<file path="config.mk">
export PLATFORM = sky130hd
export DESIGN_NAME = uart_rx_frame
export DESIGN_NICKNAME = d
export VERILOG_FILES = /design/src/rtl/uart_rx_pkg.sv /design/src/rtl/rx_baud_tick.sv /design/src/rtl/uart_rx_frame.sv
export SDC_FILE = /design/constraint.sdc
export NUM_CORES = 1
export LEC_CHECK = 0
export CAP_MARGIN = 5
export CORE_MARGIN = 4
export CORE_UTILIZATION = 45
export DETAILED_ROUTE_END_ITERATION = 12
export GPL_TIMING_DRIVEN = 1
export PLACE_DENSITY = 0.66
export REMOVE_ABC_BUFFERS = 1
export SETUP_SLACK_MARGIN = 0.4
export SLEW_MARGIN = 20
export SYNTH_ARGS = -nofsm -noshare
export SYNTH_HDL_FRONTEND = slang
export SYNTH_SLANG_ARGS = --single-unit
</file>
<file path="constraint.sdc">
create_clock -name clk -period 4.7 [get_ports clk]
set_input_delay 0.47 -clock clk [delete_from_list [all_inputs] [get_ports clk]]
set_output_delay 0.47 -clock clk [all_outputs]
set_load 0.01 [all_outputs]
</file>
<file path="src/rtl/uart_rx_pkg.sv">
// ----------------------------------------------------------------------------
// uart_rx_pkg
//   Shared types and sizing helpers for the UART receive deserializer.
//   - rxState_t : receive FSM state encoding (also exported for debug)
//   - DEF_*     : default build parameters (4 clk/tick, 16 ticks/bit, 8 bits)
//   - cnt_w()   : width of a counter that must hold values 0..n-1
// ----------------------------------------------------------------------------
package uart_rx_pkg;

    typedef enum logic [2:0] {
        IDLE   = 3'd0,
        START  = 3'd1,
        DATA   = 3'd2,
        PARITY = 3'd3,
        STOP   = 3'd4
    } rxState_t;

    localparam int DEF_CLK_DIV    = 4;
    localparam int DEF_OVERSAMPLE = 16;
    localparam int DEF_DATA_BITS  = 8;

    // Never returns 0 so that a degenerate divider still yields a legal vector.
    function automatic int cnt_w(input int n);
        return (n > 1) ? $clog2(n) : 1;
    endfunction

    localparam int DEF_PRESC_W  = cnt_w(DEF_CLK_DIV);
    localparam int DEF_OS_W     = cnt_w(DEF_OVERSAMPLE);
    localparam int DEF_BITCNT_W = cnt_w(DEF_DATA_BITS + 1);

endpackage

</file>
<file path="src/rtl/rx_baud_tick.sv">
// ----------------------------------------------------------------------------
// rx_baud_tick
//   Prescaler plus oversample counter that locates bit centres.
//   Ports:
//     clk, arstn   : clock, async active-low reset
//     clr_i        : restart both counters (asserted on start-edge detect)
//     startBit_i   : 1 while the start bit is being timed (half-bit target)
//     tick_o       : 1 on the last prescaler cycle of each oversample tick
//     midBit_o     : oversample counter sits at the centre position; the
//                    sample point is tick_o && midBit_o
// ----------------------------------------------------------------------------
module rx_baud_tick
    import uart_rx_pkg::*;
#(
    parameter int CLK_DIV    = DEF_CLK_DIV,
    parameter int OVERSAMPLE = DEF_OVERSAMPLE
) (
    input  logic clk,
    input  logic arstn,
    input  logic clr_i,
    input  logic startBit_i,
    output logic tick_o,
    output logic midBit_o
);

    localparam int PW = cnt_w(CLK_DIV);
    localparam int OW = cnt_w(OVERSAMPLE);

    localparam logic [PW-1:0] PRESC_MAX = PW'(CLK_DIV - 1);
    localparam logic [OW-1:0] HALF_MAX  = OW'(OVERSAMPLE / 2 - 1);
    localparam logic [OW-1:0] FULL_MAX  = OW'(OVERSAMPLE - 1);

    logic [PW-1:0] presc_q, presc_d;
    logic [OW-1:0] os_q, os_d;
    logic [OW-1:0] target;
    logic          sample;

    always_comb begin
        target   = startBit_i ? HALF_MAX : FULL_MAX;
        tick_o   = (presc_q == PRESC_MAX);
        midBit_o = (os_q == target);
        sample   = tick_o & midBit_o;

        presc_d = tick_o ? '0 : presc_q + PW'(1);

        // Wrapping at the sample point makes every later bit a full
        // OVERSAMPLE ticks after the previous centre.
        os_d = os_q;
        if (sample) begin
            os_d = '0;
        end else if (tick_o) begin
            os_d = os_q + OW'(1);
        end

        if (clr_i) begin
            presc_d = '0;
            os_d    = '0;
        end
    end

    always_ff @(posedge clk or negedge arstn) begin
        if (!arstn) begin
            presc_q <= '0;
            os_q    <= '0;
        end else begin
            presc_q <= presc_d;
            os_q    <= os_d;
        end
    end

endmodule

</file>
<file path="src/rtl/uart_rx_frame.sv">
// ----------------------------------------------------------------------------
// uart_rx_frame
//   UART receive deserializer for 8N1 / 8E1 / 8O1 frames. Feeds the status /
//   RX buffer block with a byte plus single-cycle move/error strobes.
//   Ports:
//     clk, arstn  : clock, async active-low reset
//     rxd         : asynchronous serial line, idle high
//     parEn       : parity bit expected after data (latched at start edge)
//     parOdd      : 1 = odd parity, 0 = even (latched at start edge)
//     rxDat       : last received byte, held until the next frame completes
//     rxMvDatEn   : 1-cycle pulse, frame complete and rxDat valid
//     setPErr     : parity error, meaningful only with rxMvDatEn
//     setFErr     : framing error (stop bit low), only with rxMvDatEn
//     rxBusy      : high in every state except IDLE
//     dbgState    : current FSM state, for observation only
// ----------------------------------------------------------------------------
module uart_rx_frame
    import uart_rx_pkg::*;
#(
    parameter int CLK_DIV    = DEF_CLK_DIV,
    parameter int OVERSAMPLE = DEF_OVERSAMPLE,
    parameter int DATA_BITS  = DEF_DATA_BITS
) (
    input  logic                 clk,
    input  logic                 arstn,
    input  logic                 rxd,
    input  logic                 parEn,
    input  logic                 parOdd,
    output logic [DATA_BITS-1:0] rxDat,
    output logic                 rxMvDatEn,
    output logic                 setPErr,
    output logic                 setFErr,
    output logic                 rxBusy,
    output rxState_t             dbgState
);

    localparam int                BW       = cnt_w(DATA_BITS + 1);
    localparam logic [BW-1:0]     LAST_BIT = BW'(DATA_BITS - 1);

    // Synchronizer and edge register reset high so that reset release on an
    // idle line can never look like a falling edge.
    logic sync1_q, rxs_q, rxsD_q;

    rxState_t             state_q, state_d;
    logic [BW-1:0]        bitCnt_q, bitCnt_d;
    logic [DATA_BITS-1:0] shift_q, shift_d;
    logic                 parEn_q, parEn_d;
    logic                 parOdd_q, parOdd_d;
    logic                 pErr_q, pErr_d;
    logic [DATA_BITS-1:0] rxDat_q, rxDat_d;
    logic                 mv_q, mv_d;
    logic                 setPErr_q, setPErr_d;
    logic                 setFErr_q, setFErr_d;

    logic startDet;
    logic clr;
    logic baudTick;
    logic midBit;
    logic sample;

    rx_baud_tick #(
        .CLK_DIV    (CLK_DIV),
        .OVERSAMPLE (OVERSAMPLE)
    ) u_baud (
        .clk        (clk),
        .arstn      (arstn),
        .clr_i      (clr),
        .startBit_i (state_q == START),
        .tick_o     (baudTick),
        .midBit_o   (midBit)
    );

    always_ff @(posedge clk or negedge arstn) begin
        if (!arstn) begin
            sync1_q <= 1'b1;
            rxs_q   <= 1'b1;
            rxsD_q  <= 1'b1;
        end else begin
            sync1_q <= rxd;
            rxs_q   <= sync1_q;
            rxsD_q  <= rxs_q;
        end
    end

    always_comb begin
        // Only a true high->low transition starts a frame, so a held-low
        // break line produces one frame and then stays quiet.
        startDet = rxsD_q & ~rxs_q;
        sample   = baudTick & midBit;

        state_d   = state_q;
        bitCnt_d  = bitCnt_q;
        shift_d   = shift_q;
        parEn_d   = parEn_q;
        parOdd_d  = parOdd_q;
        pErr_d    = pErr_q;
        rxDat_d   = rxDat_q;
        mv_d      = 1'b0;
        setPErr_d = 1'b0;
        setFErr_d = 1'b0;
        clr       = 1'b0;

        case (state_q)
            IDLE: begin
                if (startDet) begin
                    state_d  = START;
                    clr      = 1'b1;
                    parEn_d  = parEn;
                    parOdd_d = parOdd;
                    pErr_d   = 1'b0;
                end
            end
            START: begin
                if (sample) begin
                    if (rxs_q) begin
                        state_d = IDLE;   // glitch shorter than half a bit
                    end else begin
                        state_d  = DATA;
                        bitCnt_d = '0;
                    end
                end
            end
            DATA: begin
                if (sample) begin
                    shift_d = {rxs_q, shift_q[DATA_BITS-1:1]};
                    if (bitCnt_q == LAST_BIT) begin
                        state_d = parEn_q ? PARITY : STOP;
                    end else begin
                        bitCnt_d = bitCnt_q + BW'(1);
                    end
                end
            end
            PARITY: begin
                if (sample) begin
                    pErr_d  = rxs_q ^ (^shift_q) ^ parOdd_q;
                    state_d = STOP;
                end
            end
            STOP: begin
                // Return to IDLE right at the stop centre so a back-to-back
                // start edge is caught without a half-bit wait.
                if (sample) begin
                    rxDat_d   = shift_q;
                    mv_d      = 1'b1;
                    setPErr_d = pErr_q & parEn_q;
                    setFErr_d = ~rxs_q;
                    state_d   = IDLE;
                end
            end
            default: begin
                state_d = IDLE;
            end
        endcase
    end

    always_ff @(posedge clk or negedge arstn) begin
        if (!arstn) begin
            state_q   <= IDLE;
            bitCnt_q  <= '0;
            shift_q   <= '0;
            parEn_q   <= 1'b0;
            parOdd_q  <= 1'b0;
            pErr_q    <= 1'b0;
            rxDat_q   <= '0;
            mv_q      <= 1'b0;
            setPErr_q <= 1'b0;
            setFErr_q <= 1'b0;
        end else begin
            state_q   <= state_d;
            bitCnt_q  <= bitCnt_d;
            shift_q   <= shift_d;
            parEn_q   <= parEn_d;
            parOdd_q  <= parOdd_d;
            pErr_q    <= pErr_d;
            rxDat_q   <= rxDat_d;
            mv_q      <= mv_d;
            setPErr_q <= setPErr_d;
            setFErr_q <= setFErr_d;
        end
    end

    assign rxDat     = rxDat_q;
    assign rxMvDatEn = mv_q;
    assign setPErr   = setPErr_q;
    assign setFErr   = setFErr_q;
    assign rxBusy    = (state_q != IDLE);
    assign dbgState  = state_q;

endmodule

</file>
==> summary.txt <==
Clocking
  – # resized after CTS: 0
  – Sink Count: 38
  – CTS tree: yes
  – Clk slew on worst S/H paths: 0.07 ns
  – Clock Latency Late Sink: 0.28 ns
  – Post-CTS setup buffer count: 0
  – TritonCTS Buffers: 5
  – Cts-stage hold buffer count: 0
  – Clk buf depth: 2
  – Number of H-tree levels: 2
  – Clock Tree Root: clkbuf_8

Global routing
  – Initial antenna violation count: 0
  – GR Util All Layers: 0.134
  – Largest net degree at the start of global routing: 39
  – Global-route wire length before repair: 5360 um
  – Vias in the first global route: 1181
  – Grt total ovfl: 0

Drt
  – 1st-pass router iterations: 4
  – ANT nets after route: 0
  – Routed wire per std cell: 14.4 um
  – Post-Route WL: 3070 um
  – # DRC: 0
  – DRT iter0 DRCs: 45
  – Drt via density: 5.37
  – Vias: 1144

Place
  – Placed cell count: 205
  – Post-DP HPWL: 2170 um
  – Cell Area, Placed: 1940 um^2
  – Final GP Congestion: 0.743
  – Count of input and output buffers: 19

Cells and area
  – Filler cells: 332
  – Ant diodes: 0
  – Final Non-Filler Cells: 213
  – Share of layout cells above drive strength 1: 0.206
  – Nets: 172
  – Fin area: 2060 um^2
  – Synth-to-layout area growth: 19.1%

Timing
  – Max Freq: 453 MHz
  – Final Setup Violations: 0
  – Total negative slack: 0 ns
  – Period Utilization, post-route: 0.470
  – Fin crit period: 2.21 ns
  – Worst relative slew slack: 0.462
  – RSZ-0062 raised after global routing: false
  – Max-slew violations: 0
  – Worst-Margin Slew: 0.808 ns
  – Final hold vios: 0
  – Worst Skew: 0.00680 ns

Synthesis
  – Synth Cell Area: 1730 um^2
  – Top_reg_cell synth: dfrtp_1
  – Synth cell types: 39
  – Post-synth EDFFs: 0
  – Register area share after synthesis: 0.553
  – Synth Register Bits: 38
  – Post-synthesis average cell area: 12.0 um^2
  – Syn Inst Count: 144
  – YS warnings: 0
  – Async SR Flop Fraction: 1.00

Setup path
  – Crit path DAT: 1.74 ns
  – CP endpoint kind: primary output
  – Reg-to-reg slack, setup: 2.59 ns
  – Launch point of the worst path: dbgState[0]$_DFFE_PN0P_
  – WP data required: 4.23 ns
  – Reg2reg end: rxDat[7]$_DFFE_PN0P_
  – Critical path launch point type: flop
  – Critical R2R Launch: u_baud.presc_q[0]$_DFF_PN0_
  – Crit-path max FO: 13
  – Critical path class: flop to primary output
  – Reg2reg path depth: 5

Power and ir drop
  – P_leak: 0.903 nW
  – Worst VDD drop: 232 uV
  – PwrDens: 442 nW/um^2

Min path
  – Hold Path Class: input port to asynchronous set/reset pin

Floorplanning
  – Die Wd: 69.9 um
  – IO Pins: 20
  – Starting Density: 0.468
  – Chip height: 69.9 um
  – Die Area: 4890 um^2
  – FP Rows: 22
  – Core Area: 3690 um^2

Job
  – Max-cap violations: 0

Run status
  – Status: finished, final reports clean
-- registers in the layout (all words and copies together), names as in the netlist, 2 cells and up --
name / flops
u_baud.presc_q: 2
bitCnt_q: 4
dbgState: 3
shift_q: 8
rxDat: 8
u_baud.os_q: 4
-- power by group --
| part | internal [mW] | leakage [nW] | switching (mW) |
|---|---|---|---|
| Clock | 0.173 | 0.0585 | 0.108 |
| Combinational | 0.106 | 0.350 | 0.107 |
| Sequential | 0.369 | 0.494 | 0.0459 |
-- worst max-delay path by stage --
stage               depth (start not counted)  slack, ns                      end
floorplan                                   5       2.80  bitCnt_q[3]$_DFFE_PN0P_
global placement                            5       2.67     rxDat[5]$_DFFE_PN0P_
detailed placement                          5       2.58     rxDat[6]$_DFFE_PN0P_
CTS                                         2       2.50                   rxBusy
global route                                5       2.41     rxDat[7]$_DFFE_PN0P_
finish                                      2       2.49                   rxBusy
-- cells in the final DEF (no fill, tap or decap), drive strengths merged, types with 2 or more instances in the layout --
cell type / instances
nor2b: 6
clkbuf: 7
nand2: 9
inv: 2
nor2: 9
and3: 2
dfstp: 3
dfrtp: 35
clkdlybuf4s50: 18
a21oi: 3
mux2i: 3
nand2b: 2
a31oi: 2
ha: 3
nor3: 4
o21ai: 7
mux2: 18
xnor2: 10
nand3: 5
-- cell usage after synthesis (all sizes together), types with 2 or more instances --
cell type,number,area share
and3,2,0.0072
nand2b,2,0.0072
o21ai,7,0.022
clkbuf,4,0.0087
dfrtp,35,0.51
nor3,4,0.018
nor2b,6,0.022
a31oi,2,0.0072
mux2,18,0.12
buf,2,0.0094
nor2,9,0.022
dfstp,3,0.046
ha,3,0.022
a21oi,3,0.0087
xnor2,10,0.051
nand3,5,0.014
mux2i,3,0.017
nand2,9,0.020
inv,2,0.0043
-- cell families after synthesis --
group           Yosys count  synth area share
simple gates             45             0.146
flops                    38             0.553
mux                      21             0.135
buf+inv                   8            0.0225
xor+xnor                 11            0.0558
compound gates           18            0.0659
fa+ha+maj                 3            0.0217
-- critical path: stages, from the launching register on --
cell	delay [ns]
dfrtp_1	0.49
or3_1	0.46
clkdlybuf4s50_1	0.51
-- stage by stage --
stage	power, mW	setup WS (ns)	util	hold slack [ns]
after floorplan	0.565	2.80	-	0.174
after global placement	0.621	2.67	0.526	0.347
after detailed placement	0.635	2.58	0.526	0.351
after CTS	0.920	2.50	0.558	0.315
after global routing	0.961	2.41	0.558	0.351
final	0.909	2.49	0.558	0.279
-- routing by layer --
| layer | track usage | wire (um) | vias up | share of wire |
|---|---|---|---|---|
| met3 | 0.0417 | 166 | 4 | 0.054 |
| met2 | 0.210 | 1490 | 32 | 0.48 |
| met1 | 0.175 | 1390 | 564 | 0.45 |
| met5 | 0 | 0 | - | 0 |
| met4 | 0.0511 | 27 | 0 | 0.0088 |
| li1 | - | - | 544 | - |
-- area by class of cell --
type | count | area, um^2 | share of cell area
Tap cell | 48 | 60.1 | 0.0292
Sequential cell | 38 | 955 | 0.464
Multi-Input combinational cell | 98 | 733 | 0.356
Inverter | 2 | 7.51 | 0.00365
Clock buffer | 7 | 86.3 | 0.0420
Timing Repair Buffer | 19 | 185 | 0.0900
Clock inverter | 1 | 30.0 | 0.0146
Power figures use the tool's default switching activity.
